<file path="config.mk">
export PLATFORM = sky130hd
export DESIGN_NAME = mult_share_arbiter_flat
export DESIGN_NICKNAME = d
export VERILOG_FILES = /design/src/rtl/mult_share_arbiter_pkg.sv /design/src/rtl/mult_share_arbiter_if.sv /design/src/rtl/mult_share_arbiter_mult_pipe.sv /design/src/rtl/mult_share_arbiter.sv /design/src/flat_wrapper.sv
export SDC_FILE = /design/constraint.sdc
export NUM_CORES = 1
export LEC_CHECK = 0
export BUFFER_PORTS_ARGS = -buffer_cell sky130_fd_sc_hd__buf_4
export CORE_AREA = 2 2 100 102
export CTS_BUF_LIST = sky130_fd_sc_hd__clkbuf_8
export CTS_CLUSTER_SIZE = 16
export DETAILED_ROUTE_END_ITERATION = 8
export DIE_AREA = 0 0 102 104
export GPL_ROUTABILITY_DRIVEN = 1
export PLACE_DENSITY = 0.78
export SLEW_MARGIN = 25
export SYNTH_ARGS = -nofsm -noshare
export SYNTH_HDL_FRONTEND = slang
export SYNTH_SLANG_ARGS = --single-unit
</file>
<file path="constraint.sdc">
create_clock -name clock -period 5.1 [get_ports clock]
set_input_delay 0.51 -clock clock [delete_from_list [all_inputs] [get_ports clock]]
set_output_delay 0.51 -clock clock [all_outputs]
set_load 0.02 [all_outputs]
</file>
<file path="src/rtl/mult_share_arbiter_pkg.sv">
// Shared defaults and helpers for the time-shared multiplier arbiter.
// Latency: none (definitions only).
// Backpressure: n/a.

`ifndef MULT_SHARE_DEFAULTS
`define MULT_SHARE_DEFAULTS
`define MSA_BITS 8
`define MSA_NREQ 4
`define MSA_LAT  2
`define MSA_IDW  2
`endif

package mult_share_arbiter_pkg;

  localparam int DEF_BITS = `MSA_BITS;
  localparam int DEF_NREQ = `MSA_NREQ;
  localparam int DEF_LAT  = `MSA_LAT;
  localparam int DEF_IDW  = `MSA_IDW;

  // Modular add for round-robin indices. Callers guarantee x < n and y <= n,
  // so one conditional subtract replaces a general modulo.
  function automatic int wrap_add(int x, int y, int n);
    int s;
    s = x + y;
    if (s >= n) s = s - n;
    return s;
  endfunction

endpackage

</file>
<file path="src/rtl/mult_share_arbiter_if.sv">
// Request/result bundle between requesters, consumer and the shared multiplier.
// Latency: none (wiring only).
// Backpressure: req_ready per requester, res_ready from the single consumer.

interface mult_share_arbiter_if
  import mult_share_arbiter_pkg::*;
#(
  parameter int BITS = DEF_BITS,
  parameter int NREQ = DEF_NREQ,
  parameter int IDW  = DEF_IDW
);

  logic [NREQ-1:0]      req_valid;
  logic [NREQ*BITS-1:0] req_a;
  logic [NREQ*BITS-1:0] req_b;
  logic [NREQ-1:0]      req_ready;
  logic                 res_valid;
  logic [IDW-1:0]       res_id;
  logic [2*BITS-1:0]    res_data;
  logic                 res_ready;
  logic                 busy;

  // Requester/consumer side.
  modport master (
    output req_valid, req_a, req_b, res_ready,
    input  req_ready, res_valid, res_id, res_data, busy
  );

  // Arbiter side.
  modport slave (
    input  req_valid, req_a, req_b, res_ready,
    output req_ready, res_valid, res_id, res_data, busy
  );

endinterface

</file>
<file path="src/rtl/mult_share_arbiter_mult_pipe.sv">
// Staged unsigned multiplier carrying a valid bit and requester tag per stage.
// Latency: LAT cycles from the capturing edge to out_v.
// Backpressure: en low freezes every stage, including the outputs.

module mult_pipe
  import mult_share_arbiter_pkg::*;
#(
  parameter int BITS = DEF_BITS,
  parameter int IDW  = DEF_IDW,
  parameter int LAT  = DEF_LAT
) (
  input  logic              clock,
  input  logic              reset_n,
  input  logic              en,
  input  logic              in_v,
  input  logic [IDW-1:0]    in_id,
  input  logic [BITS-1:0]   a,
  input  logic [BITS-1:0]   b,
  output logic              out_v,
  output logic [IDW-1:0]    out_id,
  output logic [2*BITS-1:0] p
);

  localparam int PW = 2 * BITS;
  // Split point of operand b; the two halves give two partial products.
  localparam int H  = BITS / 2;

  logic [PW-1:0] a_ext;
  logic [PW-1:0] b_lo_ext;
  logic [PW-1:0] b_hi_ext;
  logic [PW-1:0] pp_lo;
  logic [PW-1:0] pp_hi;
  logic [PW-1:0] s0_dat;

  logic [LAT-1:0] v_q;
  logic [IDW-1:0] id_q [LAT];
  logic [PW-1:0]  pr_q [LAT];
  logic [PW-1:0]  hi_q;

  assign a_ext    = PW'(a);
  assign b_lo_ext = PW'(b[H-1:0]);
  assign b_hi_ext = PW'(b[BITS-1:H]);
  assign pp_lo    = a_ext * b_lo_ext;
  assign pp_hi    = (a_ext * b_hi_ext) << H;

  // With a single stage the whole product is formed before the first register;
  // otherwise the two partials are registered and summed on the way into stage 1.
  assign s0_dat = (LAT == 1) ? (pp_lo + pp_hi) : pp_lo;

  // Stage registers: capture at stage 0, shift forward, hold everything when en is low.
  always_ff @(posedge clock or negedge reset_n) begin
    if (!reset_n) begin
      v_q  <= '0;
      hi_q <= '0;
      for (int i = 0; i < LAT; i++) begin
        id_q[i] <= '0;
        pr_q[i] <= '0;
      end
    end else if (en) begin
      v_q[0]  <= in_v;
      id_q[0] <= in_id;
      pr_q[0] <= s0_dat;
      hi_q    <= pp_hi;
      for (int i = 1; i < LAT; i++) begin
        v_q[i]  <= v_q[i-1];
        id_q[i] <= id_q[i-1];
        if (i == 1) pr_q[i] <= pr_q[0] + hi_q;
        else        pr_q[i] <= pr_q[i-1];
      end
    end
  end

  assign out_v  = v_q[LAT-1];
  assign out_id = id_q[LAT-1];
  assign p      = pr_q[LAT-1];

endmodule

</file>
<file path="src/rtl/mult_share_arbiter.sv">
// Round-robin arbiter time-sharing one pipelined multiplier among NREQ requesters.
// Latency: LAT cycles from acceptance to res_valid, plus one per stall cycle.
// Backpressure: res_valid && !res_ready freezes the pipe and drops every req_ready.

module mult_share_arbiter
  import mult_share_arbiter_pkg::*;
#(
  parameter int BITS = DEF_BITS,
  parameter int NREQ = DEF_NREQ,
  parameter int LAT  = DEF_LAT,
  parameter int IDW  = DEF_IDW
) (
  input  logic                  clock,
  input  logic                  reset_n,
  mult_share_arbiter_if.slave   bus
);

  // Wide enough to count 0..LAT entries plus the transient of issue-without-retire.
  localparam int CW = $clog2(LAT + 2);

  logic [IDW-1:0]  ptr_q;
  logic [IDW-1:0]  scan_idx;
  logic [IDW-1:0]  gnt_id;
  logic            gnt_vld;
  logic            stall;
  logic            issue;
  logic            retire;
  logic [BITS-1:0] op_a;
  logic [BITS-1:0] op_b;
  logic [CW-1:0]   cnt_q;

  // Round-robin search: first valid requester at or after the pointer, with wrap.
  always_comb begin
    gnt_vld  = 1'b0;
    gnt_id   = '0;
    scan_idx = '0;
    for (int k = 0; k < NREQ; k++) begin
      scan_idx = IDW'(wrap_add(int'(ptr_q), k, NREQ));
      if (!gnt_vld && bus.req_valid[scan_idx]) begin
        gnt_vld = 1'b1;
        gnt_id  = scan_idx;
      end
    end
  end

  // A held result blocks the whole pipe; reset_n gating keeps req_ready low in reset.
  assign stall  = bus.res_valid && !bus.res_ready;
  assign issue  = gnt_vld && !stall && reset_n;
  assign retire = bus.res_valid && bus.res_ready;

  // One-hot ready toward the granted requester only when it can actually issue.
  always_comb begin
    bus.req_ready = '0;
    if (issue) bus.req_ready[gnt_id] = 1'b1;
  end

  // Steer the granted requester's operands into the multiplier.
  always_comb begin
    op_a = '0;
    op_b = '0;
    for (int k = 0; k < NREQ; k++) begin
      if (gnt_id == IDW'(k)) begin
        op_a = bus.req_a[k*BITS +: BITS];
        op_b = bus.req_b[k*BITS +: BITS];
      end
    end
  end

  // Pointer moves past the winner on issue so every requester gets its turn.
  always_ff @(posedge clock or negedge reset_n) begin
    if (!reset_n) ptr_q <= '0;
    else if (issue) ptr_q <= IDW'(wrap_add(int'(gnt_id), 1, NREQ));
  end

  // In-flight count; non-zero exactly when some stage holds a valid entry.
  always_ff @(posedge clock or negedge reset_n) begin
    if (!reset_n) cnt_q <= '0;
    else cnt_q <= cnt_q + CW'(issue) - CW'(retire);
  end

  assign bus.busy = (cnt_q != '0);

  mult_pipe #(
    .BITS (BITS),
    .IDW  (IDW),
    .LAT  (LAT)
  ) u_pipe (
    .clock   (clock),
    .reset_n (reset_n),
    .en      (!stall),
    .in_v    (issue),
    .in_id   (gnt_id),
    .a       (op_a),
    .b       (op_b),
    .out_v   (bus.res_valid),
    .out_id  (bus.res_id),
    .p       (bus.res_data)
  );

endmodule
</file>
<file path="src/flat_wrapper.sv">
// flat-port wrapper written by rule: the top's interface ports become plain ports
module mult_share_arbiter_flat import mult_share_arbiter_pkg::*;
#(
  parameter int BITS = DEF_BITS,
  parameter int NREQ = DEF_NREQ,
  parameter int LAT  = DEF_LAT,
  parameter int IDW  = DEF_IDW
)
  (clock, reset_n, bus_req_valid, bus_req_a, bus_req_b, bus_res_ready, bus_req_ready, bus_res_valid, bus_res_id, bus_res_data, bus_busy);
  mult_share_arbiter_if #(.BITS(BITS), .NREQ(NREQ), .IDW(IDW)) bus_i ();
  input  logic clock;
  input  logic reset_n;
  input wire logic [$bits(bus_i.req_valid)-1:0] bus_req_valid;
  input wire logic [$bits(bus_i.req_a)-1:0] bus_req_a;
  input wire logic [$bits(bus_i.req_b)-1:0] bus_req_b;
  input wire logic [$bits(bus_i.res_ready)-1:0] bus_res_ready;
  output wire logic [$bits(bus_i.req_ready)-1:0] bus_req_ready;
  output wire logic [$bits(bus_i.res_valid)-1:0] bus_res_valid;
  output wire logic [$bits(bus_i.res_id)-1:0] bus_res_id;
  output wire logic [$bits(bus_i.res_data)-1:0] bus_res_data;
  output wire logic [$bits(bus_i.busy)-1:0] bus_busy;
  assign bus_i.req_valid = bus_req_valid;
  assign bus_i.req_a = bus_req_a;
  assign bus_i.req_b = bus_req_b;
  assign bus_i.res_ready = bus_res_ready;
  assign bus_req_ready = bus_i.req_ready;
  assign bus_res_valid = bus_i.res_valid;
  assign bus_res_id = bus_i.res_id;
  assign bus_res_data = bus_i.res_data;
  assign bus_busy = bus_i.busy;
  mult_share_arbiter #(.BITS(BITS), .NREQ(NREQ), .LAT(LAT), .IDW(IDW)) u_core (.clock(clock), .reset_n(reset_n), .bus(bus_i));
endmodule
</file>
==> key figures, run 1 <==
Finish
  – Share of layout cells above drive strength 1: 0.321
  – Layout Cells excl Fill: 850
  – Final nets: 858
  – N_diodes: 0
  – Layout area overhead: 30.7%

Logic synthesis
  – Yosys warnings: 0
  – Ys flop type: dfrtp_1
  – Cell Area, Synth: 4940 um2
  – Commonest cells post-synth: nor2_1 (63), nand2_1 (57), dfrtp_1 (50), inv_1 (50), ha_1 (46)
  – Syn Area/Cell: 8.40 um2
  – Post-synth top area cell: dfrtp_1
  – Synth top area share: 0.253
  – Sequential cell area fraction in the yosys report: 0.253
  – Most common cell in the netlist: nor2_1
  – Area contributors post-synth: dfrtp_1 (25%), ha_1 (12%), fa_1 (10%), nor2_1 (4.8%), nand2_1 (4.3%)
  – Unique cell type count in the Yosys netlist: 49
  – Synth Instances: 589
  – Post-synth ARST share: 1.00
  – Synthesized net count: 731
  – Post-synth EDFFs: 0
  – Register bit count reported by yosys: 50

STA
  – Crit share post-route: 0.979
  – Slew Limit Headroom: 0.579
  – Tmin final: 4.99 ns
  – Worst Tran Pin Value: 0.631 ns
  – Setup violators final: 0
  – Worst Skew: 0.00804 ns
  – Fin Setup TNS: 0 ns
  – Fin. max-slew vios: 0
  – FMAX: 0.200 GHz
  – Count of final hold-check violations: 0

Pwr
  – Leak: 3.20 nW
  – Psw: 0.00229 W
  – Pwr dens: 757 nW/um2
  – Max IR drop VDD: 0.000318 V
  – Switching share of power: 0.468
  – Share of power burned in registers: 0.141
  – Clock power share: 0.054
  – Comb pwr share: 0.804
  – Int Pwr: 0.00260 W

Detailed routing
  – Vias/cell: 5.32
  – Antenna Nets Post-Route: 0
  – Total wire length: 12.1 mm
  – Drt wl/cell: 14.2 um
  – DRC errors left: 0
  – Pre-Repair DR Iteration Count: 4
  – DR vias: 4523
  – Drt first-iter violations: 193

Global routing
  – Initial antenna violation count: 0
  – First-pass GRT wire length: 19.8 mm
  – Total track usage: 0.225
  – Remaining Overflow, GRT: 0
  – Vias in the first global route: 4544
  – Largest net degree at the start of global routing: 52

CTS
  – Total CTS buffers: 5
  – Worst skew pair latency: 0.30 ns
  – Clock-pin transition on the worst setup and hold timing paths: 0.09 ns
  – TritonCTS Sinks: 50
  – H-tree Lvls: 2
  – Clock Tree Root: clkbuf_8
  – CTS tree: done
  – Max Buffers Root-to-Sink: 2

Worst setup path
  – WP data arrival: 5.19 ns
  – Critical path cell sequence: mux2i_1 -> nor2_1 -> or3_4 -> inv_2 -> ha_4 -> and2b_1 -> a221oi_1 -> nor3_1 -> a21oi_2 -> nor2_1 -> fa_1 -> inv_1 -> fa_1 -> inv_1 -> ha_1 -> nor2b_4 -> o31a_1 -> o21a_1 -> or3_1 -> a31o_1
  – CP endpoint kind: flip-flop
  – Worst-path maximum fanout: 6
  – Max incr delay on CP: 0.52 ns
  – Reg2Reg Depth: 20
  – WP data required: 5.29 ns
  – CP startpoint kind: flip-flop
  – Slowest CP cell: fa_1
  – CP Class: reg2reg

Floorplanning
  – I/O pins: 95
  – FP Rows: 36
  – Starting Density: 0.518
  – Core area: 9550 um2
  – Die area: 10600 um2
  – DIE HEIGHT: 104 um
  – Die X-Extent: 102 um

Hold path
  – Worst min path class: in2async

Flow run
  – Max-cap viol count: 0

Placed design
  – RePlAce Congestion: 0.848
  – Post-Place Cells: 831
  – Count of input and output buffers: 94
  – HPWL Detailed: 9.25 mm

Run status
  – Outcome: complete, no violations
==> power by group through the flow <==
stage | Combinational (W) | Clock [W] | Sequential [W]
after floorplan | 0.00246 | 0 | 0.000670
after global placement | 0.00347 | 0 | 0.000690
after detailed placement | 0.00359 | 0 | 0.000698
after CTS | 0.00365 | 0.000271 | 0.000692
after global routing | 0.00439 | 0.000287 | 0.000715
final | 0.00393 | 0.000266 | 0.000691
==> flip-flops by register name, indices dropped and copies added, names as in the netlist <==
| name | cells |
|---|---|
| u_core.u_pipe.pr_q | 12 |
| u_core.cnt_q | 2 |
| u_core.u_pipe.v_q | 2 |
| u_core.u_pipe.id_q | 2 |
| u_core.u_pipe.hi_q | 12 |
| u_core.u_pipe.p | 16 |
| u_core.ptr_q | 2 |
| u_core.u_pipe.out_id | 2 |
==> through the flow <==
| step | util | hold slack, ns | setup WS [ns] | total power, W | area [um2] |
|---|---|---|---|---|---|
| 2_1_floorplan | - | 0.214 | 0.178 | 0.00313 | 4940 |
| 3_3_place_gp | 0.630 | 0.453 | -0.114 | 0.00416 | 6020 |
| 3_5_place_dp | 0.630 | 0.450 | -0.298 | 0.00429 | 6020 |
| 4_1_cts | 0.645 | 0.242 | 0.0184 | 0.00461 | 6160 |
| 5_1_grt | 0.677 | 0.279 | -0.0591 | 0.00539 | 6460 |
| 6_report | 0.677 | 0.225 | 0.106 | 0.00489 | 6460 |
==> worst max-delay path, delay by kind of cell, from the launching register on <==
family          cells  cell delay (ns)
buf+inv             3             0.20
flops               1             0.42
mux                 1             0.25
compound gates      5             1.26
fa+ha+maj           4             1.50
simple gates        7             1.27
==> cell usage in the layout, fill, tap and decap left out, drive strengths merged, types with 3 or more instances in the layout <==
cell type,n
buf,159
nor2,63
nand2,57
inv,52
dfrtp,50
ha,46
a21oi,40
o21ai,36
nor2b,28
fa,25
or2,21
xor2,18
nor3,17
a221oi,13
o21a,10
a21o,10
a211oi,10
and2,7
clkbuf,6
nand2b,5
o22ai,4
xnor2,3
o21bai,3
and3,3
a22oi,3
or3,3
==> timing repair <==
| item | 4_1_cts | 5_1_grt |
|---|---|---|
| pin swaps | 0 | 12 |
| gates resized for setup | 5 | 41 |
| buffers inserted | 1 | 9 |
| hold buffers | 0 | 0 |
| endpoints found under the setup margin | 9 | 12 |
| hold endpoints to repair | 0 | 0 |
| gates cloned | 0 | 1 |
==> cell type report <==
type	instances	area [um2]
Multi-Input combinational cell	449	3500
Fill cell	786	3090
Timing Repair Buffer	160	1250
Sequential cell	50	1250
Inverter	50	188
Tap cell	133	166
Clock buffer	5	68.8
Clock inverter	3	37.5
==> final timing paths <==
| check | end | from | slack [ns] |
|---|---|---|---|
| worst min-delay path | u_core.u_pipe.p[13]$_DFFE_PN0N_ | reset_n | 0.22 |
| max in group asynchronous | u_core.ptr_q[1]$_DFFE_PN0P_ | reset_n | 4.44 |
| worst min register to register | u_core.u_pipe.p[1]$_DFFE_PN0N_ | u_core.u_pipe.p[1]$_DFFE_PN0N_ | 0.47 |
| worst max register to register | u_core.u_pipe.hi_q[12]$_DFFE_PN0N_ | u_core.ptr_q[1]$_DFFE_PN0P_ | 0.11 |
| min in group clock | u_core.u_pipe.p[1]$_DFFE_PN0N_ | u_core.u_pipe.p[1]$_DFFE_PN0N_ | 0.47 |
| worst max-delay path | u_core.u_pipe.hi_q[12]$_DFFE_PN0N_ | u_core.ptr_q[1]$_DFFE_PN0P_ | 0.11 |
==> cell families after synthesis <==
group	synth area share
compound gates	0.197
xor+xnor	0.0372
fa+ha+maj	0.218
buf+inv	0.0868
flops	0.253
mux	0.00430
simple gates	0.204
==> layer usage <==
metal  track usage  part of all wire  up-vias
li1              -                 -     2243
met3        0.0188             0.036       21
met1         0.294              0.45     2129
met4        0.0705             0.023        0
met2         0.390              0.49      130
met5             0                 0        -
No activity file was read; power rests on OpenSTA's default activity.
==> run 2: changes to the inputs <==
--- a/config.mk
+++ b/config.mk
@@ -6,14 +6,16 @@
 export NUM_CORES = 1
 export LEC_CHECK = 0
 export BUFFER_PORTS_ARGS = -buffer_cell sky130_fd_sc_hd__buf_4
-export CORE_AREA = 2 2 100 102
+export CORE_AREA = 2 2 101 103
 export CTS_BUF_LIST = sky130_fd_sc_hd__clkbuf_8
 export CTS_CLUSTER_SIZE = 16
 export DETAILED_ROUTE_END_ITERATION = 8
-export DIE_AREA = 0 0 102 104
+export DIE_AREA = 0 0 103 105
 export GPL_ROUTABILITY_DRIVEN = 1
-export PLACE_DENSITY = 0.78
+export HOLD_SLACK_MARGIN = 0.1
+export PLACE_DENSITY = 0.77
 export SLEW_MARGIN = 25
 export SYNTH_ARGS = -nofsm -noshare
 export SYNTH_HDL_FRONTEND = slang
+export SYNTH_HIERARCHICAL = 1
 export SYNTH_SLANG_ARGS = --single-unit
==> run 2 against run 1 <==
Non-clock buffer count decreased by 6. Sequential power increased by 3.6%. Clock skew increased by 0.0010 ns. Combinational power decreased by 5.3%. Die area increased by 2.0%. Sequential cell count unchanged. Clock power decreased by 14%. Critical endpoint is now u_core/u_pipe/hi_q[14]$_DFFE_PN0P_. Largest cell class unchanged. Largest power group unchanged.
==> key figures, run 2 <==
Run status
  – Outcome: complete, no violations

STA
  – Slew Limit Headroom: 0.443 (-0.137)
  – Tmin final: 4.89 ns (-0.109 ns)
  – Fin. max-slew vios: 0 (unchanged)
  – Fin Setup TNS: 0 ns (unchanged)
  – Crit share post-route: 0.958 (-0.0215)
  – FMAX: 0.205 GHz (+2.2%)
  – Final setup margin: 0.215 ns (+0.109 ns)
  – Setup violators final: 0 (unchanged)
  – Worst Tran Pin Value: 0.835 ns (+0.204 ns)
  – Count of final hold-check violations: 0 (unchanged)
  – Worst Skew: 0.00907 ns (+0.00103 ns)

Detailed routing
  – Pre-Repair DR Iteration Count: 5 (+1)
  – Drt wl/cell: 14.5 um (+2.5%)
  – Vias/cell: 5.35 (+0.49%)
  – Total wire length: 12.2 mm (+1.0%)
  – DR vias: 4481 (-0.93%)
  – Antenna Nets Post-Route: 0 (unchanged)
  – DRC errors left: 0 (unchanged)
  – Drt first-iter violations: 149 (-23%)

Logic synthesis
  – Synth Instances: 582 (-1.2%)
  – Cell Area, Synth: 5020 um2 (+1.6%)
  – Synth top area share: 0.249 (-0.00391)
  – Unique cell type count in the Yosys netlist: 52 (+6.1%)
  – Sequential cell area fraction in the yosys report: 0.249 (-0.00391)
  – Post-synth EDFFs: 0 (unchanged)
  – Synthesized net count: 724 (-0.96%)
  – Commonest cells post-synth: nand2_1 (69), o21ai_0 (69), inv_1 (55)
  – Area contributors post-synth: dfrtp_1 (25%), ha_1 (11%), fa_1 (10%), o21ai_0 (6.9%), mux2_2 (5.4%)
  – Post-synth top area cell: dfrtp_1
  – Register bit count reported by yosys: 50 (unchanged)
  – Ys flop type: dfrtp_1
  – Yosys warnings: 6 (+6)
  – Syn Area/Cell: 8.63 um2 (+2.8%)
  – Post-synth ARST share: 1.00 (unchanged)

Global routing
  – First-pass GRT wire length: 19.8 mm (+0.11%)
  – Remaining Overflow, GRT: 0 (unchanged)
  – Largest net degree at the start of global routing: 55 (+5.8%)
  – Total track usage: 0.225 (+0.000579)
  – Initial antenna violation count: 0 (unchanged)
  – Vias in the first global route: 4371 (-3.8%)

Placed design
  – HPWL Detailed: 9.74 mm (+5.3%)
  – Worst slack, placed: -0.172 ns (+0.126 ns)
  – RePlAce Congestion: 0.919 (+8.3%)
  – Count of input and output buffers: 94 (unchanged)
  – Area after DPL: 6120 um2 (+1.7%)
  – Post-Place Cells: 827 (-0.48%)

Finish
  – Fillers: 827 (+5.2%)
  – Layout Cells excl Fill: 838 (-1.4%)
  – Layout area overhead: 25.1%
  – Commonest non-fill, non-tap cell in the layout: buf_4
  – Most frequent cells in the layout: buf_4 (152), nand2_1 (69), o21ai_0 (59), inv_1 (54), dfrtp_1 (49)
  – Final nets: 847 (-1.3%)
  – Max FFs per register: 16 (unchanged)
  – Share of layout cells above drive strength 1: 0.298 (-0.0229)
  – Final instance area: 6280 um2 (-2.8%)
  – Fin util: 0.652 (-0.0250)
  – Register Area: 1250 um2 (about the same)
  – Multi-input logic area: 3390 um2 (-3.0%)
  – N_diodes: 0 (unchanged)

CTS
  – CTS Hold Bufs: 0 (unchanged)
  – Total CTS buffers: 5 (unchanged)
  – Clock-pin transition on the worst setup and hold timing paths: 0.10 ns (about the same)
  – Max Buffers Root-to-Sink: 2 (unchanged)
  – TritonCTS Sinks: 50 (unchanged)
  – Clock Tree Root: clkbuf_8
  – Worst skew pair latency: 0.31 ns (about the same)
  – CTS tree: done
  – H-tree Lvls: 2 (unchanged)

Worst setup path
  – WP data arrival: 5.08 ns (-0.11 ns)
  – CP endpoint kind: flip-flop
  – Worst-path maximum fanout: 13 (+7)
  – R2r setup slk: 0.21 ns (+0.11 ns)
  – CP Class: reg2reg
  – WP data required: 5.29 ns (about the same)
  – CP startpoint kind: flip-flop

Floorplanning
  – Die X-Extent: 103 um (+0.98%)
  – Starting Density: 0.521 (+0.00321)
  – FP Rows: 36 (unchanged)
  – DIE HEIGHT: 105 um (+0.96%)
  – I/O pins: 95 (unchanged)
  – Die area: 10800 um2 (+2.0%)
  – Core area: 9640 um2 (+0.94%)

Pwr
  – Psw: 0.00213 W (-7.0%)
  – Max IR drop VDD: 0.000331 V (+4.0%)
  – Leak: 3.12 nW (-2.5%)
  – Clock power share: 0.049 (-0.005)
  – Pwr dens: 742 nW/um2 (-1.9%)
  – Int Pwr: 0.00253 W (-2.6%)
  – Share of power burned in registers: 0.154 (+0.013)
  – Switching share of power: 0.457 (-0.0117)
  – Comb pwr share: 0.797 (-0.007)

Flow run
  – Max-cap viol count: 0 (unchanged)

Hold path
  – Worst min path class: in2async
==> run 2: cell types whose count changed after synthesis, moves of 14 or more <==
cell     delta
nor3_1     -15
nor2b_1    -21
and2_1     +32
nor2_1     -47
or2_2      -14
xor2_1     -15
mux2_2     +23
o21ai_0    +33
a21oi_1    +17
==> run 2: what timing repair did <==
action	in CTS	in global routing
gates resized for setup	2	21
buffers inserted	0	4
setup endpoints to repair	5	14
pin swaps	0	3
==> run 2: stage by stage <==
step,hold slack (ns),power [W]
final,0.205,0.00466
after global routing,0.260,0.00519
after global placement,0.464,0.00420
after floorplan,0.214,0.00317
after detailed placement,0.472,0.00434
after CTS,0.236,0.00460
==> run 2: area by class of cell <==
cell class | instances | share of cell area
sequential | 50 | 0.199
multi-input combinational | 438 | 0.540
tap | 133 | 0.0265
inverter | 56 | 0.0335
clock buffer | 5 | 0.0110
clock inverter | 2 | 0.00219
timing repair buffer | 154 | 0.188
==> run 2: kinds of logic after synthesis <==
logic type,count (synthesis),synth area share
AOI/OAI and AO/OA,163,0.195
and+or+nand+nor,161,0.166
buffers and inverters,94,0.0859
adders and majority gates,71,0.214
DFF,50,0.249
muxes,28,0.0638
xor gates and xnor gates,15,0.0262
==> run 2: layer usage <==
metal  share of wire  global-route usage  vias to the layer above  wire (um)
li1                -                   -                     2224          -
met1            0.43               0.285                     2080       5200
met2            0.50               0.397                      159       6110
met3           0.053              0.0321                       18        646
met4           0.019              0.0564                        0        228
met5               0                   0                        -          0
==> run 2: path summary, 6_finish.rpt <==
path | startpoint | to | cells past startpoint
max | u_core/ptr_q[0]$_DFFE_PN0P_ | u_core/u_pipe/hi_q[14]$_DFFE_PN0P_ | 22
max reg2reg | u_core/ptr_q[0]$_DFFE_PN0P_ | u_core/u_pipe/hi_q[14]$_DFFE_PN0P_ | 22
min | reset_n | u_core/u_pipe/p[12]$_DFFE_PN0P_ | 1
max in group asynchronous | reset_n | u_core/ptr_q[1]$_DFFE_PN0P_ | 1
min reg2reg | u_core/u_pipe/p[8]$_DFFE_PN0P_ | u_core/u_pipe/p[8]$_DFFE_PN0P_ | 1
min in group clock | u_core/u_pipe/p[8]$_DFFE_PN0P_ | u_core/u_pipe/p[8]$_DFFE_PN0P_ | 1
==> run 2: power by group through the flow <==
stage	clock network (W)	registers, W	logic, W
2_1_floorplan	0	0.000687	0.00248
3_3_place_gp	0	0.000712	0.00349
3_5_place_dp	0	0.000721	0.00362
4_1_cts	0.000241	0.000713	0.00364
5_1_grt	0.000255	0.000740	0.00419
6_report	0.000228	0.000716	0.00372
==> run 2: critical path: stages (launching register included) <==
cell      delay (ns)
dfrtp_1         0.44
nand2b_4        0.17
a21oi_2         0.06
a211oi_2        0.27
inv_1           0.15
ha_2            0.30
buf_4           0.18
a21oi_1         0.11
o21ai_0         0.08
o21ai_0         0.08
o21ai_0         0.09
buf_4           0.17
and2_1          0.16
fa_1            0.48
inv_1           0.06
fa_1            0.54
inv_1           0.04
ha_1            0.31
nor2b_4         0.14
o31a_1          0.28
o41ai_2         0.25
xnor2_1         0.13
mux2_4          0.26
